### src/rtl/alu_execute_unit.sv
// ---------------------------------------------------------------------------
// alu_execute_unit
//
// EX-stage ALU. It sits behind the ALU control decoder. Logic operations and
// add/sub/slt/sltu finish in one cycle. Shifts move one bit position per
// cycle through a shift register, so the design needs no barrel shifter.
// The result is held in an output register until the consumer takes it.
//
// Handshake: an operation is accepted on a rising edge where
// inValid & inReady. inReady is high only while the unit is IDLE. A result is
// handed off on a rising edge where outValid & outReady. Every result output
// holds its value while outValid is high and outReady is low.
//
// Ports
//   clk, rst_n       clock, synchronous active-low reset
//   inValid/inReady  operation request handshake
//   aluControlInput  4-bit operation code
//   operandA/B       operands (B is also the shift source)
//   shamt            shift amount for sll/srl
//   outValid/Ready   result handshake
//   aluResult        registered result
//   zero             aluResult == 0
//   overflow         signed overflow of add/sub
//   illegalOp        last accepted code was unsupported
//   busy             unit is in SHIFT or DONE
//   dbg_state_o      current FSM state (IDLE=0, SHIFT=1, DONE=2)
// ---------------------------------------------------------------------------
module alu_execute_unit #(
  parameter int WIDTH   = 32,
  parameter int SHAMT_W = 5
) (
  input  logic               clk,
  input  logic               rst_n,
  input  logic               inValid,
  output logic               inReady,
  input  logic [3:0]         aluControlInput,
  input  logic [WIDTH-1:0]   operandA,
  input  logic [WIDTH-1:0]   operandB,
  input  logic [SHAMT_W-1:0] shamt,
  output logic               outValid,
  input  logic               outReady,
  output logic [WIDTH-1:0]   aluResult,
  output logic               zero,
  output logic               overflow,
  output logic               illegalOp,
  output logic               busy,
  output logic [1:0]         dbg_state_o
);

  localparam logic [3:0] OP_AND  = 4'b0000;
  localparam logic [3:0] OP_OR   = 4'b0001;
  localparam logic [3:0] OP_ADD  = 4'b0010;
  localparam logic [3:0] OP_SLL  = 4'b0011;
  localparam logic [3:0] OP_SRL  = 4'b0100;
  localparam logic [3:0] OP_SUB  = 4'b0110;
  localparam logic [3:0] OP_SLT  = 4'b0111;
  localparam logic [3:0] OP_SLTU = 4'b1011;

  typedef enum logic [1:0] {
    IDLE  = 2'd0,
    SHIFT = 2'd1,
    DONE  = 2'd2
  } state_t;

  state_t              state_q;
  logic [WIDTH-1:0]    result_q;
  logic                zero_q;
  logic                ovf_q;
  logic                illegal_q;
  logic                out_valid_q;
  logic [WIDTH-1:0]    shreg_q;
  logic [SHAMT_W-1:0]  cnt_q;
  logic                dir_left_q;

  // Single-cycle result computed directly from the input operands
  logic [WIDTH-1:0]    sum;
  logic [WIDTH-1:0]    diff;
  logic [WIDTH-1:0]    calc_res;
  logic                calc_ovf;
  logic                calc_ill;
  logic                is_shift;
  logic                shift_left;
  logic [WIDTH-1:0]    shift_next;

  always_comb begin
    sum        = operandA + operandB;
    diff       = operandA - operandB;
    calc_res   = '0;
    calc_ovf   = 1'b0;
    calc_ill   = 1'b0;
    is_shift   = 1'b0;
    shift_left = 1'b0;
    case (aluControlInput)
      OP_ADD: begin
        calc_res = sum;
        calc_ovf = (operandA[WIDTH-1] == operandB[WIDTH-1]) &&
                   (sum[WIDTH-1] != operandA[WIDTH-1]);
      end
      OP_SUB: begin
        // Overflow rule applied to A + ~B: the operand signs differ
        calc_res = diff;
        calc_ovf = (operandA[WIDTH-1] != operandB[WIDTH-1]) &&
                   (diff[WIDTH-1] != operandA[WIDTH-1]);
      end
      OP_AND:  calc_res = operandA & operandB;
      OP_OR:   calc_res = operandA | operandB;
      OP_SLT:  calc_res = {{(WIDTH-1){1'b0}}, ($signed(operandA) < $signed(operandB))};
      OP_SLTU: calc_res = {{(WIDTH-1){1'b0}}, (operandA < operandB)};
      OP_SLL: begin
        is_shift   = 1'b1;
        shift_left = 1'b1;
        calc_res   = operandB;   // final value when shamt == 0
      end
      OP_SRL: begin
        is_shift = 1'b1;
        calc_res = operandB;
      end
      default: calc_ill = 1'b1;
    endcase
  end

  assign shift_next = dir_left_q ? (shreg_q << 1) : (shreg_q >> 1);

  always_ff @(posedge clk) begin
    if (!rst_n) begin
      state_q     <= IDLE;
      result_q    <= '0;
      zero_q      <= 1'b0;
      ovf_q       <= 1'b0;
      illegal_q   <= 1'b0;
      out_valid_q <= 1'b0;
      shreg_q     <= '0;
      cnt_q       <= '0;
      dir_left_q  <= 1'b0;
    end else begin
      case (state_q)
        IDLE: begin
          if (inValid) begin
            illegal_q <= calc_ill;
            ovf_q     <= calc_ovf;
            if (is_shift && (shamt != '0)) begin
              shreg_q    <= operandB;
              cnt_q      <= shamt;
              dir_left_q <= shift_left;
              state_q    <= SHIFT;
            end else begin
              result_q    <= calc_res;
              zero_q      <= (calc_res == '0);
              out_valid_q <= 1'b1;
              state_q     <= DONE;
            end
          end
        end
        SHIFT: begin
          // Exit at count 1 so the counter never wraps below zero
          cnt_q <= cnt_q - SHAMT_W'(1);
          if (cnt_q == SHAMT_W'(1)) begin
            result_q    <= shift_next;
            zero_q      <= (shift_next == '0);
            out_valid_q <= 1'b1;
            state_q     <= DONE;
          end else begin
            shreg_q <= shift_next;
          end
        end
        DONE: begin
          if (outReady) begin
            out_valid_q <= 1'b0;
            state_q     <= IDLE;
          end
        end
        default: state_q <= IDLE;
      endcase
    end
  end

  assign inReady     = (state_q == IDLE);
  assign busy        = (state_q != IDLE);
  assign outValid    = out_valid_q;
  assign aluResult   = result_q;
  assign zero        = zero_q;
  assign overflow    = ovf_q;
  assign illegalOp   = illegal_q;
  assign dbg_state_o = state_q;

endmodule

### config.mk
export PLATFORM = sky130hd
export DESIGN_NAME = alu_execute_unit
export DESIGN_NICKNAME = d
export VERILOG_FILES = /design/src/rtl/alu_execute_unit.sv
export SDC_FILE = /design/constraint.sdc
export NUM_CORES = 1
export LEC_CHECK = 0
export CAP_MARGIN = 20
export CELL_PAD_IN_SITES_DETAIL_PLACEMENT = 0
export CELL_PAD_IN_SITES_GLOBAL_PLACEMENT = 2
export CORE_MARGIN = 2
export CORE_UTILIZATION = 29
export DETAILED_ROUTE_END_ITERATION = 10
export HOLD_SLACK_MARGIN = 0.08
export PLACE_DENSITY = 0.89
export REMOVE_ABC_BUFFERS = 1
export SLEW_MARGIN = 20
export SYNTH_ARGS = -nofsm -noshare
export SYNTH_HDL_FRONTEND = slang
export SYNTH_SLANG_ARGS = --single-unit
### constraint.sdc
create_clock -name clk -period 3.7 [get_ports clk]
set_input_delay 0.555 -clock clk [delete_from_list [all_inputs] [get_ports clk]]
set_output_delay 0.555 -clock clk [all_outputs]
set_load 0.01 [all_outputs]
# --- Word-level counts from Yosys, hierarchy flattened ---
# Cells that the tools add are included.
totals:
  mem_bits_ro: 0
  memories: 0
  elab_cells: 87
  latch_bits: 0
  mem_bits_rw: 0
  out_inout_bits: 40
  regBits: 76
classes:
  eq_ne: 20
  n_lt_le_gt_ge: 2
  multipliers: 0
  div: 0
  n_mux: 31
  addsub: 3
  n_reduce_logical: 20
  n_bitwise: 2
  n_shift: 0
op_table:
  columns: ["cell", "count"]
  rows:
  - ["two-way mux 32 bit", 7]
  - ["case mux 32 bit (7 select lines)", 1]
  - ["case mux 32 bit (2 select lines)", 2]
  - ["logical NOT 32 bit", 2]
  - ["< comparator 32 bit", 2]
  - ["adder 32 bit", 1]
  - ["AND 32 bit", 1]
  - ["bitwise OR 32 bit", 1]
  - ["subtractor 32 bit", 1]
  - ["== test 4 x 3 -> 1 bit (second input constant)", 3]
  - ["two-way mux 1 bit", 10]
  - ["two-way mux 5 bit", 2]
  - ["!= test 2 bit (second input constant)", 5]
  - ["case mux 5 bit (2 select lines)", 1]
  - ["AND reduction 3 bit", 3]
  - ["== test 4 x 2 -> 1 bit (second input constant)", 2]
  - ["two-way mux 2 bit", 4]
  - ["AND reduction 4 bit", 2]
  - ["OR reduction 8 bit", 1]
  - ["case mux 2 bit (3 select lines)", 1]
  - ["== test 5 x 1 -> 1 bit (second input constant)", 1]
  - ["AND reduction 5 bit", 1]
  - ["nonzero test 5 bit", 1]
  - ["subtractor 5 x 1 -> 5 bit (second input constant)", 1]
  - ["16 further kinds", 22]

# --- Depth between registers and ports, before layout ---
# Gate-level depths: netlist of run 1.
logic_depth:
  ltp_word: 7
  mapped_depth: 15

# --- Worst setup path after synthesis of run 1 ---
# No wires, ideal clock.
synth_timing:
  kind: "input -> register"
  start: "in operandA[0]"
  end: "reg zero_q (netlist: zero)"
  required_ns: 3.641
  stages: 15
  path_slack_ns: -0.075
  arrival_time_ns: 3.715
  path_buffers: 0
  setup_time_ns: 0.059
  cell_sequence: "inv_1 -> ha_1 -> inv_1 -> fa_1 -> nand2b_4 -> a2111o_1 -> and2_1 -> a221o_1 -> a222oi_1 -> nand4_1 -> nor4b_2 -> nand4b_1 -> or4_1 -> nor4_2 -> a41o_1"
synth_via:
  elab_chain_cells: 6
  elab_cells_between_ends: 11
  classes_between: "2 x add/sub; 2 x order compare; 4 x mux; 2 x bitwise; 1 x reduce/logical"
synth_rtl:
  columns: ["element", "line", "text"]
  rows:
  - ["from (decl)", "37", "input logic [WIDTH-1:0] operandA,"]
  - ["subtractor 32 bit (tied with other cells)", "87", "diff = operandA - operandB;"]
  - ["case mux 32 bit (7 select lines) (*)", "93", "case (aluControlInput)"]
  - ["logical NOT 32 bit (*)", "148", "zero_q <= (calc_res == '0);"]
  - ["two-way mux 1 bit (*)", "141", "if (is_shift && (shamt != '0)) begin"]
  - ["two-way mux 1 bit (*)", "138", "if (inValid) begin"]
  - ["case mux 1 bit (2 select lines) (*)", "136", "case (state_q)"]
  - ["to (signal assigned)", "148", null]
  - ["to (signal assigned)", "159", "zero_q <= (shift_next == '0);"]
  - ["to (decl)", "67", "logic zero_q;"]
# Mark *: on every way between the ends. The rest lies on a longest branch, timed or not. The select of a mux whose other input is x is not followed.
# A chain may end at the register's enable or synchronous reset.

# --- Worst setup path after layout of run 1 ---
layout_timing:
  start: "in operandA[10]"
  end: "reg zero_q (netlist: zero)"
# Same word-level chain as after synthesis.

==> results of run 1 <==
[cell usage after synthesis (8+ instances only)]
| cell type | instances |
|---|---|
| o31ai_1 | 22 |
| a22oi_1 | 18 |
| dfxtp_1 | 76 |
| nand4_1 | 12 |
| mux2i_1 | 54 |
| a211oi_1 | 27 |
| nand3_1 | 31 |
| nand2_1 | 144 |
| and2_1 | 16 |
| a211o_1 | 10 |
| nor4_1 | 14 |
| a21boi_0 | 48 |
| o21a_1 | 10 |
| nor3b_1 | 9 |
| o22ai_1 | 8 |
| a31oi_1 | 13 |
| xnor2_1 | 9 |
| o211ai_1 | 42 |
| clkbuf_1 | 71 |
| buf_1 | 13 |
| a21o_1 | 12 |
| nor3_1 | 23 |
| o21ai_0 | 53 |
| a222oi_1 | 9 |
| nor2_1 | 72 |
| a21oi_1 | 105 |
| nor2b_1 | 26 |
| a221o_1 | 9 |
| inv_1 | 131 |
| o221ai_1 | 8 |
| ha_1 | 101 |
[worst paths after layout]
check                               to  slack, ns
max                  zero$_SDFFE_PN0P_       0.04
min          aluResult[5]$_SDFFE_PN0P_       0.46
max reg2reg          zero$_SDFFE_PN0P_       0.59
min reg2reg  aluResult[5]$_SDFFE_PN0P_       0.46
[report_power, final]
group	leakage (nW)	total [mW]	internal [mW]	switching, mW
clock network	0.176	1.16	0.728	0.433
logic	5.63	2.00	0.977	1.02
registers	0.618	0.904	0.866	0.0374
total	6.42	4.06	2.57	1.49
[metal layers]
metal	wire length [um]	vias to the layer above	GRT usage [%]
met5	0	-	0
met3	3050	102	3.95
met4	1600	0	9.84
met1	18100	5701	31.7
met2	19100	539	39.4
li1	-	5660	-
[cells by family after synthesis]
group,after synthesis
flip-flops,76
adder cells (fa/ha/maj),103
buffers and inverters,220
AND/OR/NAND/NOR,390
AO/OA/AOI/OAI,466
XOR/XNOR,11
multiplexers,54
[flip-flops by register name (all words and copies together), names as in the netlist]
register,flops
shreg_q,32
aluResult,32
overflow,1
outValid,1
cnt_q,5
zero,1
illegalOp,1
dbg_state_o,2
dir_left_q,1
[per-stage QoR]
step / TNS, ns / hold slack, ns
after floorplan: -5.10 / 0.453
after global placement: -12.79 / 0.445
after detailed placement: -14.26 / 0.453
after CTS: 0 / 0.462
after global routing: -0.0734 / 0.480
final: 0 / 0.457
[cell type report]
class,instances,area share [%]
clock buffers,9,1.50
flip-flops and latches,76,10.2
repair buffers,501,27.6
well taps,442,3.70
multi-input cells,1024,52.8
clock inverters,6,0.920
inverters,132,3.36
[worst max-delay path, cell delays in order]
cell,delay [ns]
clkdlybuf4s50_1,0.49
inv_1,0.05
ha_1,0.33
buf_4,0.19
nor4_1,0.32
buf_4,0.18
a21oi_2,0.06
a221o_1,0.31
a222oi_1,0.35
buf_4,0.20
nand3_1,0.06
or4_4,0.55
nor4_4,0.13
a41o_1,0.18
[what timing repair did]
item                       CTS  global route
setup endpoints to repair   20            15
gates resized for setup    117            98
setup buffers               22             9
pin swaps                   42            27
==> impl_metrics.ini, run 1 <==
[grt]
grt_overflow_total = 0
grt_pass1_vias = 11700
globalRouteTotalUtil_pct = 24.2
grt_pass1_wl_um = 64300
grt_max_degree = 78
antenna_found_initial = 1

[floorplanning]
dieArea_um2 = 34100
core_area_um2 = 32300
die_height_um = 185
ioPinCount = 117
start_util_pct = 29.3
die_x_um = 185
rows = 66

[logic_synthesis]
yosys_most_used_dff = dfxtp_1
synthAdderAreaFrac_pct = 13.8
syn_avg_cell_area_um2 = 7.17
ys.warnings.count = 0
ys_seq_area_share_pct = 16.1
ys_types = 80
netlist.area_leader.share_pct = 16.1
synth-compound-area-share_pct = 34.4
syn_inst = 1320
synth_xor_area_share_pct = 1.02
synth_edf_count = 0
ys_top_cells_by_area = dfxtp_1 16%, ha_1 13%, mux2i_1 5.7%, nand2_1 5.7%, a21oi_1 5.6%
synth_top_family_by_area = compound AO/OA/AOI/OAI gates
synth_top_cell_by_area = dfxtp_1
yosys.area_share.simple_pct = 20.2
async_reset_ff_share_pct = 0
synth_area_um2 = 9460
synth.area.mux_share_pct = 5.71
ys_seq_elements = 76

[setup_path]
critPathKind = input pin to register
endpoint_kind = register
cp-start-kind = input pin
required_ns = 4.01
cp_max_fo = 10
worstRegToRegCells = 12
worstReg2RegStart = cnt_q[0]$_SDFFE_PN0P_
arrival_ns = 3.98
setup.worst_path.start = operandA[10]

[placement]
dpl_cell_area_um2 = 13600
port-buffer-count = 116
dp_cells = 2145
pre_cts_slack_ns = -0.967
hpwl_um = 32000
gp_congestion = 1.02

[timing]
slew_violations = 0
setup_viol = 0
fin_crit_sh_pct = 99.0
max_freq_ghz = 0.273
rsz0062_at_grt = yes
relSlewSlack_pct = 42.2
skew_ns = 0.0259
worstMarginPinSlew_ns = 0.865
period_minus_slack_ns = 3.66
fin_ws_ns = 0.0387
hold_viol_final = 0

[clock_network]
insertion_delay_ns = 0.37
cts-root-buf = clkbuf_16
clockBufferDepth = 2
ctsHoldBuffers = 0
htree_levels = 3
clk_pin_slew_ns = 0.07
cts_buffers = 9
cts_sinks = 76
cts_tree = built

[final_layout]
final_cell_mix = 370 x buf_4, 141 x nand2_1, 112 x inv_1
drive_above_1_share_pct = 31.4
multiInputGateArea_um2 = 7900
final_util_pct = 46.3
stdcell_count = 2190
final_nets = 1924
final_common_cell = buf_4
syn2layout_area_growth_pct = 58.2
fillers = 3220
postLayoutCellArea_um2 = 15000
diodes = 0
regArea_um2 = 1520

[drt]
drtAntennaViolNets = 0
dr_total_vias = 12000
wl_per_cell_um = 19.1
via_per_inst = 5.48
drc = 0
drtPass1Iterations = 6
drt_iter0_drc = 1278
drt_wl_total_um = 41900

[worst_hold_path]
holdPathStages = 2
hp-class = register to register
hold_start = aluResult[5]$_SDFFE_PN0P_

[power_and_ir_drop]
p_leak_nw = 6.42
p_per_area_nw_per_um2 = 272
p_total_mw = 4.06
peakVddDrop_mv = 0.258

[job]
maxCapViolations = 0

[run_status]
status = finished, final reports clean
No activity file was read; power rests on OpenSTA's default activity.
==> run 2: changes to the inputs <==
--- a/config.mk
+++ b/config.mk
@@ -11,8 +11,9 @@
 export CORE_MARGIN = 2
 export CORE_UTILIZATION = 29
 export DETAILED_ROUTE_END_ITERATION = 10
+export DONT_BUFFER_PORTS = 1
 export HOLD_SLACK_MARGIN = 0.08
-export PLACE_DENSITY = 0.89
+export PLACE_DENSITY = 0.81
 export REMOVE_ABC_BUFFERS = 1
 export SLEW_MARGIN = 20
 export SYNTH_ARGS = -nofsm -noshare
==> run 2 against run 1 <==
The run now ends with setup timing left; final area is 23% lower; worst setup slack worse by 0.074 ns; count of clock-buffer cells in the layout is 1 higher; die area stayed put; first-iteration DRC count is 18% lower; via count is 13% lower; power is 19% lower; clock power is 15% lower; wire length is 4.7% lower; maximum frequency is 2.0% lower; critical path type unchanged; critical endpoint unchanged.
==> impl_metrics.ini, run 2 (synthesis gave the netlist of run 1 again) <==
[power_and_ir_drop]
p_switching_mw = 1.27
internal-power_mw = 2.02
clkPwrFrac_pct = 29.8
peakVddDrop_mv = 0.232
combPwrFrac_pct = 42.3
p_leak_nw = 4.85
p_seq_share_pct = 28.0
swShare_pct = 38.7
p_per_area_nw_per_um2 = 286

[timing]
period_minus_slack_ns = 3.74
fin_ws_ns = -0.0352
skew_ns = 0.0183
max_freq_ghz = 0.268
rsz0062_at_grt = yes
worstMarginPinSlew_ns = 0.845
relSlewSlack_pct = 43.2
hold_viol_final = 0
slew_violations = 0
tns_ns = -0.0352
fin_crit_sh_pct = 101
setup_viol = 1

[drt]
drc = 0
drt_iter0_drc = 1048
drtAntennaViolNets = 0
drt_wl_total_um = 39900
wl_per_cell_um = 21.3
drtPass1Iterations = 5
via_per_inst = 5.56
dr_total_vias = 10400

[placement]
dpl_cell_area_um2 = 11100
hpwl_um = 31400
port-buffer-count = 0
gp_congestion = 0.956

[clock_network]
cts_buffers = 9
cts_sinks = 76
ctsHoldBuffers = 0
insertion_delay_ns = 0.38
cts-root-buf = clkbuf_16
clockBufferDepth = 2
clk_pin_slew_ns = 0.08
cts_tree = built
htree_levels = 3

[floorplanning]
die_height_um = 185
ioPinCount = 117
start_util_pct = 29.3
core_area_um2 = 32300
rows = 66
die_x_um = 185
dieArea_um2 = 34100

[grt]
grt_max_degree = 79
globalRouteTotalUtil_pct = 23.5
grt_overflow_total = 0
grt_pass1_wl_um = 61200
grt_pass1_vias = 10300
antenna_found_initial = 1

[worst_hold_path]
hp-class = input pin to register

[setup_path]
critPathKind = input pin to register
cp-start-kind = input pin
cp_max_fo = 5
arrival_ns = 4.06
required_ns = 4.02
endpoint_kind = register

[final_layout]
final_nets = 1610
postLayoutCellArea_um2 = 11500
syn2layout_area_growth_pct = 21.8
fillers = 3513
final_cell_mix = 185 x buf_4, 144 x nand2_1, 129 x inv_1
drive_above_1_share_pct = 16.6
final_common_cell = buf_4

[job]
maxCapViolations = 0

[run_status]
status = finished with violations
violations = setup timing
## run 2: per-layer routing
layer  track usage [%]  up-vias  share of wire (%)
met4              9.08        0                3.2
met1              31.2     4974                 45
met3              5.24       64                7.1
li1                  -     5041                  -
met5                 0        -                  0
met2              37.0      369                 44
## run 2: through the flow
step	hold WS [ns]	setup WS (ns)	utilization [%]	std cells	total power, mW
floorplan	0.453	-0.694	-	1232	1.71
global placement	0.465	-0.452	34.3	1856	2.28
detailed placement	0.474	-0.506	34.3	1856	2.29
CTS	0.303	0.0141	35.4	1873	3.28
global route	0.319	-0.196	35.7	1877	3.47
finish	0.322	-0.0352	35.7	1878	3.29
## run 2: final timing paths
path	to	startpoint	slack, ns	depth (start not counted)
worst max-delay path	zero$_SDFFE_PN0P_	operandA[1]	-0.04	13
worst min-delay path	aluResult[9]$_SDFFE_PN0P_	rst_n	0.32	1
worst max register to register	zero$_SDFFE_PN0P_	cnt_q[0]$_SDFFE_PN0P_	0.42	12
worst min register to register	cnt_q[1]$_SDFFE_PN0P_	cnt_q[1]$_SDFFE_PN0P_	0.48	2
## run 2: cell type report
type / count / area (um^2) / area share [%]
multi-input cells: 1024 / 7220 / 62.7
flip-flops and latches: 76 / 1520 / 13.2
repair buffers: 187 / 1420 / 12.3
well taps: 442 / 553 / 4.80
inverters: 132 / 495 / 4.30
clock buffers: 10 / 239 / 2.07
clock inverters: 6 / 70.1 / 0.608
diodes: 1 / 2.50 / 0.0217
## run 2: what timing repair did
action | CTS | global route
setup buffers | 1 | 4
pin swaps | 13 | 15
hold endpoints to repair | 0 | 0
endpoints found under the setup margin | 1 | 4
gates resized for setup | 6 | 14
## run 2: critical path, cell delays in order
cell	delay (ns)
inv_1	0.03
ha_1	0.30
o21ba_1	0.22
a2111o_1	0.49
and2_1	0.18
a221o_1	0.28
a222oi_1	0.31
nand4_1	0.19
nor4b_2	0.31
nand4b_1	0.19
or4_4	0.59
nor4_4	0.22
a41o_1	0.19
## run 2: power by group through the flow
stage,combinational [mW],clock [mW],sequential (mW)
2_1_floorplan,0.777,0,0.928
3_3_place_gp,1.35,0,0.939
3_5_place_dp,1.35,0,0.939
4_1_cts,1.36,0.999,0.920
5_1_grt,1.52,1.03,0.927
6_report,1.39,0.981,0.920
==> run 3: changes to the inputs <==
--- a/config.mk
+++ b/config.mk
@@ -10,6 +10,7 @@
 export CELL_PAD_IN_SITES_GLOBAL_PLACEMENT = 2
 export CORE_MARGIN = 2
 export CORE_UTILIZATION = 29
+export CTS_CLUSTER_SIZE = 10
 export DETAILED_ROUTE_END_ITERATION = 10
 export DONT_BUFFER_PORTS = 1
 export HOLD_SLACK_MARGIN = 0.08
==> results of run 3 <==
Same layout as run 2: the final DEF is identical, and so are final timing and power.
